### src/rtl/stopwatch_bcd_if.sv
// Stopwatch bundle: 1 ms strobe and raw buttons in, BCD display value and status out.
// Latency: none, plain wires.
// Backpressure: none; the display value is continuously valid.
interface stopwatch_bcd_if;
  logic        ce1ms;
  logic        btn_ss;
  logic        btn_clr;
  logic        btn_lap;
  logic [15:0] dat;
  logic        run;
  logic        ovf;

  modport master (output ce1ms, btn_ss, btn_clr, btn_lap, input dat, run, ovf);
  modport slave  (input ce1ms, btn_ss, btn_clr, btn_lap, output dat, run, ovf);
endinterface

### src/rtl/stopwatch_bcd.sv
// Four-digit BCD stopwatch (SS.hh) with synchronised, debounced start/stop, clear and optional lap buttons.
// Latency: count visible on dat one clk after the qualifying ce1ms; button accepted on the DEB_MS-th stable ce1ms.
// Backpressure: none; dat/run/ovf are always valid. Optional lap hold enabled by defining STOPWATCH_LAP_EN.
module stopwatch_bcd #(
  parameter int DEB_MS  = 20,
  parameter int TICK_MS = 10
) (
  input  logic           clk,
  input  logic           rst,
  stopwatch_bcd_if.slave sw
);

`ifdef STOPWATCH_LAP_EN
  localparam int NB = 3;
`else
  localparam int NB = 2;
`endif
  localparam logic [7:0] DEB_LAST  = 8'(DEB_MS - 1);
  localparam logic [7:0] TICK_LAST = 8'(TICK_MS - 1);

  typedef enum logic [1:0] {IDLE = 2'd0, RUN = 2'd1, STOP = 2'd2} state_t;

  // Bit 0 start/stop, bit 1 clear, bit 2 lap (when present).
  logic [NB-1:0] btn_raw;
  logic [NB-1:0] sync1;
  logic [NB-1:0] sync2;
  logic [NB-1:0] deb;
  logic [NB-1:0] deb_q;
  logic [NB-1:0] pulse;
  logic [7:0]    deb_cnt [NB];

  logic          p_ss;
  logic          p_clr;

  state_t        state;
  state_t        state_nxt;
  logic          clr_cnt;
  logic          cnt_en;

  logic [7:0]    presc;
  logic [15:0]   count;
  logic [16:0]   count_inc;
  logic          ovf_r;

`ifdef STOPWATCH_LAP_EN
  assign btn_raw = {sw.btn_lap, sw.btn_clr, sw.btn_ss};
`else
  assign btn_raw = {sw.btn_clr, sw.btn_ss};
  logic unused_lap;
  assign unused_lap = sw.btn_lap;
`endif

  // Ripple-carry BCD increment; bit 16 is the carry out of the top digit.
  function automatic logic [16:0] bcd_inc(input logic [15:0] v);
    logic [15:0] r;
    logic        c;
    r = v;
    c = 1'b1;
    for (int d = 0; d < 4; d++) begin
      if (c) begin
        if (r[d*4 +: 4] == 4'd9) begin
          r[d*4 +: 4] = 4'd0;
        end else begin
          r[d*4 +: 4] = r[d*4 +: 4] + 4'd1;
          c = 1'b0;
        end
      end
    end
    return {c, r};
  endfunction

  // Two-flop synchroniser for every raw button.
  always_ff @(posedge clk or posedge rst) begin
    if (rst) begin
      sync1 <= '0;
      sync2 <= '0;
    end else begin
      sync1 <= btn_raw;
      sync2 <= sync1;
    end
  end

  // Debounce: the level flips after DEB_MS consecutive differing ce1ms samples; a matching sample restarts the run.
  always_ff @(posedge clk or posedge rst) begin
    if (rst) begin
      deb   <= '0;
      deb_q <= '0;
      for (int i = 0; i < NB; i++) deb_cnt[i] <= '0;
    end else begin
      deb_q <= deb;
      if (sw.ce1ms) begin
        for (int i = 0; i < NB; i++) begin
          if (sync2[i] == deb[i]) begin
            deb_cnt[i] <= '0;
          end else if (deb_cnt[i] == DEB_LAST) begin
            deb[i]     <= sync2[i];
            deb_cnt[i] <= '0;
          end else begin
            deb_cnt[i] <= deb_cnt[i] + 8'd1;
          end
        end
      end
    end
  end

  // Press pulse: one cycle after the debounced level rises; releases give nothing.
  assign pulse = deb & ~deb_q;
  assign p_ss  = pulse[0];
  assign p_clr = pulse[1];

  // State register.
  always_ff @(posedge clk or posedge rst) begin
    if (rst) state <= IDLE;
    else     state <= state_nxt;
  end

  // Next state plus count controls; clear beats start/stop in STOP, both together in IDLE restart from zero.
  always_comb begin
    state_nxt = state;
    clr_cnt   = 1'b0;
    cnt_en    = 1'b0;
    case (state)
      IDLE: begin
        clr_cnt = p_clr;
        if (p_ss) state_nxt = RUN;
      end
      RUN: begin
        cnt_en = 1'b1;
        if (p_ss) state_nxt = STOP;
      end
      STOP: begin
        if (p_clr) begin
          state_nxt = IDLE;
          clr_cnt   = 1'b1;
        end else if (p_ss) begin
          state_nxt = RUN;
        end
      end
      default: state_nxt = IDLE;
    endcase
  end

  assign count_inc = bcd_inc(count);

  // Prescaler and BCD count; a ce1ms in RUN counts even when start/stop fires in the same cycle.
  always_ff @(posedge clk or posedge rst) begin
    if (rst) begin
      presc <= '0;
      count <= '0;
      ovf_r <= 1'b0;
    end else if (clr_cnt) begin
      presc <= '0;
      count <= '0;
      ovf_r <= 1'b0;
    end else if (cnt_en && sw.ce1ms) begin
      if (presc == TICK_LAST) begin
        presc <= '0;
        count <= count_inc[15:0];
        if (count_inc[16]) ovf_r <= 1'b1;
      end else begin
        presc <= presc + 8'd1;
      end
    end
  end

`ifdef STOPWATCH_LAP_EN
  logic        hold;
  logic [15:0] hold_dat;

  // Lap hold: toggled by a lap press in RUN, snapshots the count on set, released on any clear.
  always_ff @(posedge clk or posedge rst) begin
    if (rst) begin
      hold     <= 1'b0;
      hold_dat <= '0;
    end else if (clr_cnt) begin
      hold <= 1'b0;
    end else if (state == RUN && pulse[2]) begin
      hold <= ~hold;
      if (!hold) hold_dat <= count;
    end
  end

  assign sw.dat = hold ? hold_dat : count;
`else
  assign sw.dat = count;
`endif

  assign sw.run = (state == RUN);
  assign sw.ovf = ovf_r;

endmodule

### src/flat_wrapper.sv
// flat-port wrapper written by rule: the top's interface ports become plain ports
module stopwatch_bcd_flat 
#(
  parameter int DEB_MS  = 20,
  parameter int TICK_MS = 10
)
  (clk, rst, sw_ce1ms, sw_btn_ss, sw_btn_clr, sw_btn_lap, sw_dat, sw_run, sw_ovf);
  stopwatch_bcd_if sw_i ();
  input  logic clk;
  input  logic rst;
  input wire logic [$bits(sw_i.ce1ms)-1:0] sw_ce1ms;
  input wire logic [$bits(sw_i.btn_ss)-1:0] sw_btn_ss;
  input wire logic [$bits(sw_i.btn_clr)-1:0] sw_btn_clr;
  input wire logic [$bits(sw_i.btn_lap)-1:0] sw_btn_lap;
  output wire logic [$bits(sw_i.dat)-1:0] sw_dat;
  output wire logic [$bits(sw_i.run)-1:0] sw_run;
  output wire logic [$bits(sw_i.ovf)-1:0] sw_ovf;
  assign sw_i.ce1ms = sw_ce1ms;
  assign sw_i.btn_ss = sw_btn_ss;
  assign sw_i.btn_clr = sw_btn_clr;
  assign sw_i.btn_lap = sw_btn_lap;
  assign sw_dat = sw_i.dat;
  assign sw_run = sw_i.run;
  assign sw_ovf = sw_i.ovf;
  stopwatch_bcd #(.DEB_MS(DEB_MS), .TICK_MS(TICK_MS)) u_core (.clk(clk), .rst(rst), .sw(sw_i));
endmodule
### config.mk
export PLATFORM = sky130hd
export DESIGN_NAME = stopwatch_bcd_flat
export DESIGN_NICKNAME = d
export VERILOG_FILES = /design/src/rtl/stopwatch_bcd_if.sv /design/src/rtl/stopwatch_bcd.sv /design/src/flat_wrapper.sv
export SDC_FILE = /design/constraint.sdc
export NUM_CORES = 1
export LEC_CHECK = 0
export CAP_MARGIN = 5
export CELL_PAD_IN_SITES_DETAIL_PLACEMENT = 1
export CELL_PAD_IN_SITES_GLOBAL_PLACEMENT = 2
export CORE_AREA = 2 2 89 91
export CTS_CLUSTER_SIZE = 10
export DETAILED_ROUTE_END_ITERATION = 12
export DIE_AREA = 0 0 91 93
export MAX_ROUTING_LAYER = met4
export PLACE_DENSITY_LB_ADDON = 0.1
export SETUP_SLACK_MARGIN = 0.3
export SLEW_MARGIN = 20
export SYNTH_ARGS = -nofsm -noshare
export SYNTH_HDL_FRONTEND = slang
export SYNTH_SLANG_ARGS = --single-unit
### constraint.sdc
create_clock -name clk -period 2.15 [get_ports clk]
set_input_delay 0.3225 -clock clk [delete_from_list [all_inputs] [get_ports clk]]
set_output_delay 0.3225 -clock clk [all_outputs]
set_load 0.01 [all_outputs]
== Word-level counts from Yosys, hierarchy flattened ==
Cells that the tools add are included.

* Register bits after elaboration: 51
* Input port bits: 6
* Output and inout port bits: 18
* Word-level logic and storage cells: 87

* $add $sub $neg: 7
* Equal/unequal tests: 12
* Mux-type cells: 35
* Bitwise gates (word level): 4
* Reduce and logical (&&, ||, !) cells: 15

{| class="wikitable"
|+ Operator list
! kind !! number
|-
| 8-bit two-way mux || 7
|-
| 16-bit two-way mux || 3
|-
| 4-bit two-way mux || 7
|-
| 8-bit by 1-bit adder with 8-bit output (second input constant) || 3
|-
| 3-bit AND reduction || 6
|-
| 4-bit by 1-bit adder with 4-bit output (second input constant) || 4
|-
| 4-bit equality test (second input constant) || 4
|-
| 8-bit by 5-bit equality test with 1-bit output (second input constant) || 2
|-
| 1-bit two-way mux || 13
|-
| 2-bit nonzero test || 6
|-
| 8-bit by 4-bit equality test with 1-bit output (second input constant) || 1
|-
| 2-bit two-way mux || 3
|-
| 2-bit one-hot mux with 3 select lines || 1
|-
| 2-bit AND || 1
|-
| 1-bit equality test || 2
|-
| 2-bit by 1-bit equality test with 1-bit output (second input constant) || 1
|-
| 2-bit equality test (second input constant) || 1
|-
| 2-bit logical NOT || 1
|-
| 2-bit by 1-bit != test with 1-bit output (second input constant) || 1
|-
| 1-bit inverter || 2
|-
| 2-bit inverter || 1
|-
| 1-bit one-hot mux with 2 select lines || 1
|-
| 2-bit AND reduction || 1
|-
| 1-bit logical AND || 1
|}

== Logic depth before layout (Yosys ltp) ==
* Word-level depth: 9
* Depth in mapped cells: 7
* Gate-level depth less buffers: 6

== Worst setup path after synthesis ==
No wires, ideal clock.

* Path kind: register to register
* Start point: register u_core.presc[1]
* End point: register u_core.count[11] (netlist: u_core.sw.dat[11])
* Setup time: 0.095 ns
* Arrival: 1.718 ns
* Data required time: 2.055 ns
* Setup slack: 0.337 ns
* Cell stages (with the launch flop): 7
* Path buffers: 0
* Clock period less this slack: 1.813 ns
* Cell sequence: dfrtp_1 -> inv_1 -> ha_1 -> nor4b_4 -> a41oi_2 -> or4_4 -> o31ai_1

* Word-level cells in the longest chain between the ends: 3

{| class="wikitable"
|+ RTL lines
! what !! RTL line !! source
|-
| from (decl) || stopwatch_bcd.sv:40 || <nowiki>logic [7:0] presc;</nowiki>
|-
| from (signal assigned) || stopwatch_bcd.sv:161 || <nowiki>presc <= presc + 8'd1;</nowiki>
|-
| 8-bit by 4-bit equality test with 1-bit output || stopwatch_bcd.sv:156 || <nowiki>if (presc == TICK_LAST) begin</nowiki>
|-
| 2-bit nonzero test (no line) || n/a ||
|-
| 3-bit AND reduction (no line) || n/a ||
|-
| to (signal assigned) || stopwatch_bcd.sv:158 || <nowiki>count <= count_inc[15:0];</nowiki>
|-
| to (decl) || stopwatch_bcd.sv:41 || <nowiki>logic [15:0] count;</nowiki>
|}

No other way between the ends.
A chain may end at the register's enable or synchronous reset.

== Worst setup path in the final report ==
Ends and elaborated chain as after synthesis.

==> results.yml <==
run_status:
  status: "finished, final reports clean"
route:
  first_iter_violations: 47
  avgRoutedWirePerCell_microns: 14.7
  drc: 0
  finalWirelength_microns: 6070
  vias_per_cell: 5.19
  via_count: 2149
  ant_nets: 0
  drtPass1Iterations: 3
setup_path:
  cp.arrival_ns: 2.10
  max_stage_delay_ns: 0.58
  cpMaxStageDelayCell: "or4_4"
  cp-end-kind: "flop"
  critPathLaunchType: "flop"
  path_cells: "inv_1 > ha_2 > nor4b_4 > a41oi_2 > or4_4 > o31ai_2"
  cp_data_required_time_ns: 2.38
  path_class: "reg -> reg"
  reg2reg_from: "u_core.presc[1]$_DFFE_PP0N_"
  crit_fanout: 3
  startpoint: "u_core.presc[1]$_DFFE_PP0N_"
floorplan:
  die_w_microns: 91
  dieArea_sq_um: 8460
  fp.dieH_microns: 93
  fp.coreArea_sq_um: 7530
  boundaryPins: 24
  rows: 32
  start_util_pct: 36.0
power_and_ir_drop:
  power_uw: 1690
  peakVddDrop_uv: 215
  p_per_area_nw_per_um2: 499
  p_leak_uw: 0.00158
  p_sw_uw: 431
  pwr-share-comb_pct: 5.5
  seq_power_share_pct: 58.5
  p_int_uw: 1260
  switching_share_pct: 25.5
  clock_power_share_pct: 36.0
layout:
  fin_area_sq_um: 3390
  areaGrowthSynthToFinish_pct: 25.1
  antenna_cells: 0
  nNetsFinal: 329
  finalNonFillerCells: 414
  fill_cells: 861
  drive_gt1_share_pct: 19.6
run:
  drv_cap: 0
sta:
  finalCritPeriodShare_pct: 86.7
  grt_setup_unrepaired: "true"
  tns_ns: 0
  worstMarginPinSlew_ns: 0.347
  setup_violations: 0
  slew_headroom_pct: 76.8
  max_freq_mhz: 536
  skew_ns: 0.00987
  report.final.slew_viol_count: 0
  post-route-min-period_ns: 1.86
  hold_viol: 0
clocking:
  cts.path.max_buffers: 2
  path_clk_slew_ns: 0.11
  cts_root_buf: "clkbuf_8"
  htreeDepth: 2
  clock_sinks: 51
  cts_tree: "yes"
  insertion_delay_ns: 0.32
  numCtsBuffers: 5
synth:
  synthSimpleGateAreaFrac_pct: 21.3
  yosys_register_bits: 51
  synth_edf_count: 0
  synth_cell_types: 50
  synth_compound_area_share_pct: 17.2
  synth_mux_area_share_pct: 2.68
  synth_seq_area_share_pct: 47.1
  synth_area_sq_um: 2710
  postSynth.asyncResetShare_pct: 100
  synth.avg_cell_area_sq_um: 10.4
  synthAdderAreaFrac_pct: 5.55
  syn_inst: 261
  ys_warn_count: 0
  synth_nets: 279
  yosys_most_used_dff: "dfrtp_1"
  synth-xor-area-share_pct: 3.23
  synth_top_family_by_area: "simple AND/OR/NAND/NOR gates"
grt:
  grt_max_degree: 52
  grt_pass1_vias: 2293
  grt_antenna_before_repair: 0
  track_usage_pct: 16.3
  grtUsageMet3_pct: 2.98
  grt_pass1_wl_microns: 10800
  grtUsageMet1_pct: 18.6
  met2_usage_pct: 29.3
  grt_busiest_layer: "met2"
  overflow: 0
placed_design:
  io_buffers: 22
  gp_congestion: 0.754
  dpl.hpwl_microns: 4240
  dp_cells: 397
  dpl_cell_area_sq_um: 3180
worst_hold_path:
  min_path_type: "reg -> reg"
  hold_start: "u_core.sync1[1]$_DFF_PP0_"
==> what timing repair did <==
action | 4_1_cts | 5_1_grt
buffers inserted | 4 | 5
hold buffers | 0 | 0
setup endpoints to repair | 20 | 24
pin swaps | 5 | 5
endpoints found under the hold margin | 0 | 0
gates resized for setup | 6 | 6
==> path summary, 6_finish.rpt <==
check,slack (ns),to,cells past startpoint
setup / recovery,0.29,u_core.sw.dat[11]$_DFFE_PP0P_,6
hold / removal,0.36,u_core.sync2[1]$_DFF_PP0_,0
max in group asynchronous,1.53,u_core.state[0]$_DFFE_PP0P_,3
min in group asynchronous,0.37,u_core.sw.dat[15]$_DFFE_PP0P_,3
hold reg to reg,0.36,u_core.sync2[1]$_DFF_PP0_,0
setup reg to reg,0.29,u_core.sw.dat[11]$_DFFE_PP0P_,6
==> through the flow <==
stage / hold slack, ns / util, % / setup slack [ns]
2_1_floorplan: 0.331 / - / 0.337
3_3_place_gp: 0.333 / 42.2 / 0.0695
3_5_place_dp: 0.336 / 42.2 / 0.0574
4_1_cts: 0.365 / 44.2 / 0.259
5_1_grt: 0.383 / 45.0 / 0.163
6_report: 0.360 / 45.0 / 0.286
==> per-layer routing <==
metal	share of wire (%)	up-vias	wire length (microns)
li1	-	1052	-
met1	46	1075	2800
met2	51	16	3070
met3	2.0	6	119
met4	1.3	0	81
met5	0	-	0
==> layout by cell type (no fill, tap or decap), types with 6 or more instances in the layout <==
cell type | netlist | routed
a21o_1 | 8 | 8
and3_1 | 7 | 7
buf_4 | 1 | 25
clkdlybuf4s50_1 | 0 | 21
dfrtp_1 | 51 | 50
ha_1 | 12 | 11
inv_1 | 12 | 11
nand2_1 | 15 | 15
nand3_1 | 13 | 13
nor2_1 | 13 | 13
nor3b_1 | 7 | 7
o21ai_0 | 23 | 22
xor2_1 | 6 | 6
==> cells by family (layout without fill, tap and decap cells) <==
| logic type | Yosys count | after routing |
|---|---|---|
| multiplexers | 7 | 7 |
| AND/OR/NAND/NOR | 94 | 94 |
| buffers and inverters | 20 | 71 |
| adder cells (fa/ha/maj) | 12 | 12 |
| flip-flops | 51 | 51 |
| XOR/XNOR | 10 | 10 |
| AO/OA/AOI/OAI | 67 | 67 |
==> state kept, by name, indices dropped and copies added (netlist names) <==
| name | count |
|---|---|
| u_core.deb_cnt | 16 |
| u_core.sw.dat | 16 |
| u_core.presc | 8 |
| u_core.deb | 2 |
| u_core.deb_q | 2 |
| u_core.state | 2 |
| u_core.sync1 | 2 |
| u_core.sync2 | 2 |
| u_core.sw.ovf | 1 |
==> power groups by stage <==
stage | Clock, uW | Sequential, uW | Combinational [uW]
3_5_place_dp | 0 | 1010 | 95.4
5_1_grt | 678 | 992 | 109
4_1_cts | 646 | 989 | 96.1
2_1_floorplan | 0 | 1000 | 53.2
6_report | 608 | 989 | 92.8
3_3_place_gp | 0 | 1010 | 93.8
==> cell usage after synthesis, drive strengths merged (2+ instances only) <==
master	n	area share, %
o41ai	3	0.97
nand3b	2	0.55
nor2	13	1.8
or2	4	0.92
clkbuf	5	0.69
nor3	5	0.92
nand2b	5	1.2
nand4	2	0.46
nor3b	9	3.1
dfrtp	51	47
o21ai	25	4.6
nor4b	3	1.5
or3b	2	0.65
and3	7	1.6
o2bb2ai	5	1.6
o31ai	5	1.9
mux2	2	0.83
buf	2	0.46
or3	5	1.2
a22o	5	1.6
and3b	4	1.3
mux2i	5	1.8
a31oi	2	0.46
inv	12	1.7
o22ai	3	0.69
a21o	8	2.2
nand2	16	2.3
xor2	6	1.9
ha	12	5.5
a21oi	5	0.92
nand3	13	2.4
xnor2	4	1.3
==> critical path: cells and delay by family (launching register included) <==
kind,cells,cell delay (ns)
flip-flops,1,0.40
AND/OR/NAND/NOR,2,0.82
buffers and inverters,1,0.06
adder cells (fa/ha/maj),1,0.18
AO/OA/AOI/OAI,2,0.34
==> cell type report <==
type / instances / area, sq um / share of cell area (%)
Clock inverter: 3 / 26.3 / 0.776
Multi-Input combinational cell: 190 / 1390 / 40.9
Sequential cell: 51 / 1280 / 37.7
Inverter: 13 / 48.8 / 1.44
Tap cell: 102 / 128 / 3.77
Timing Repair Buffer: 50 / 453 / 13.4
Clock buffer: 5 / 68.8 / 2.03
(Power assumes the default switching activity.)
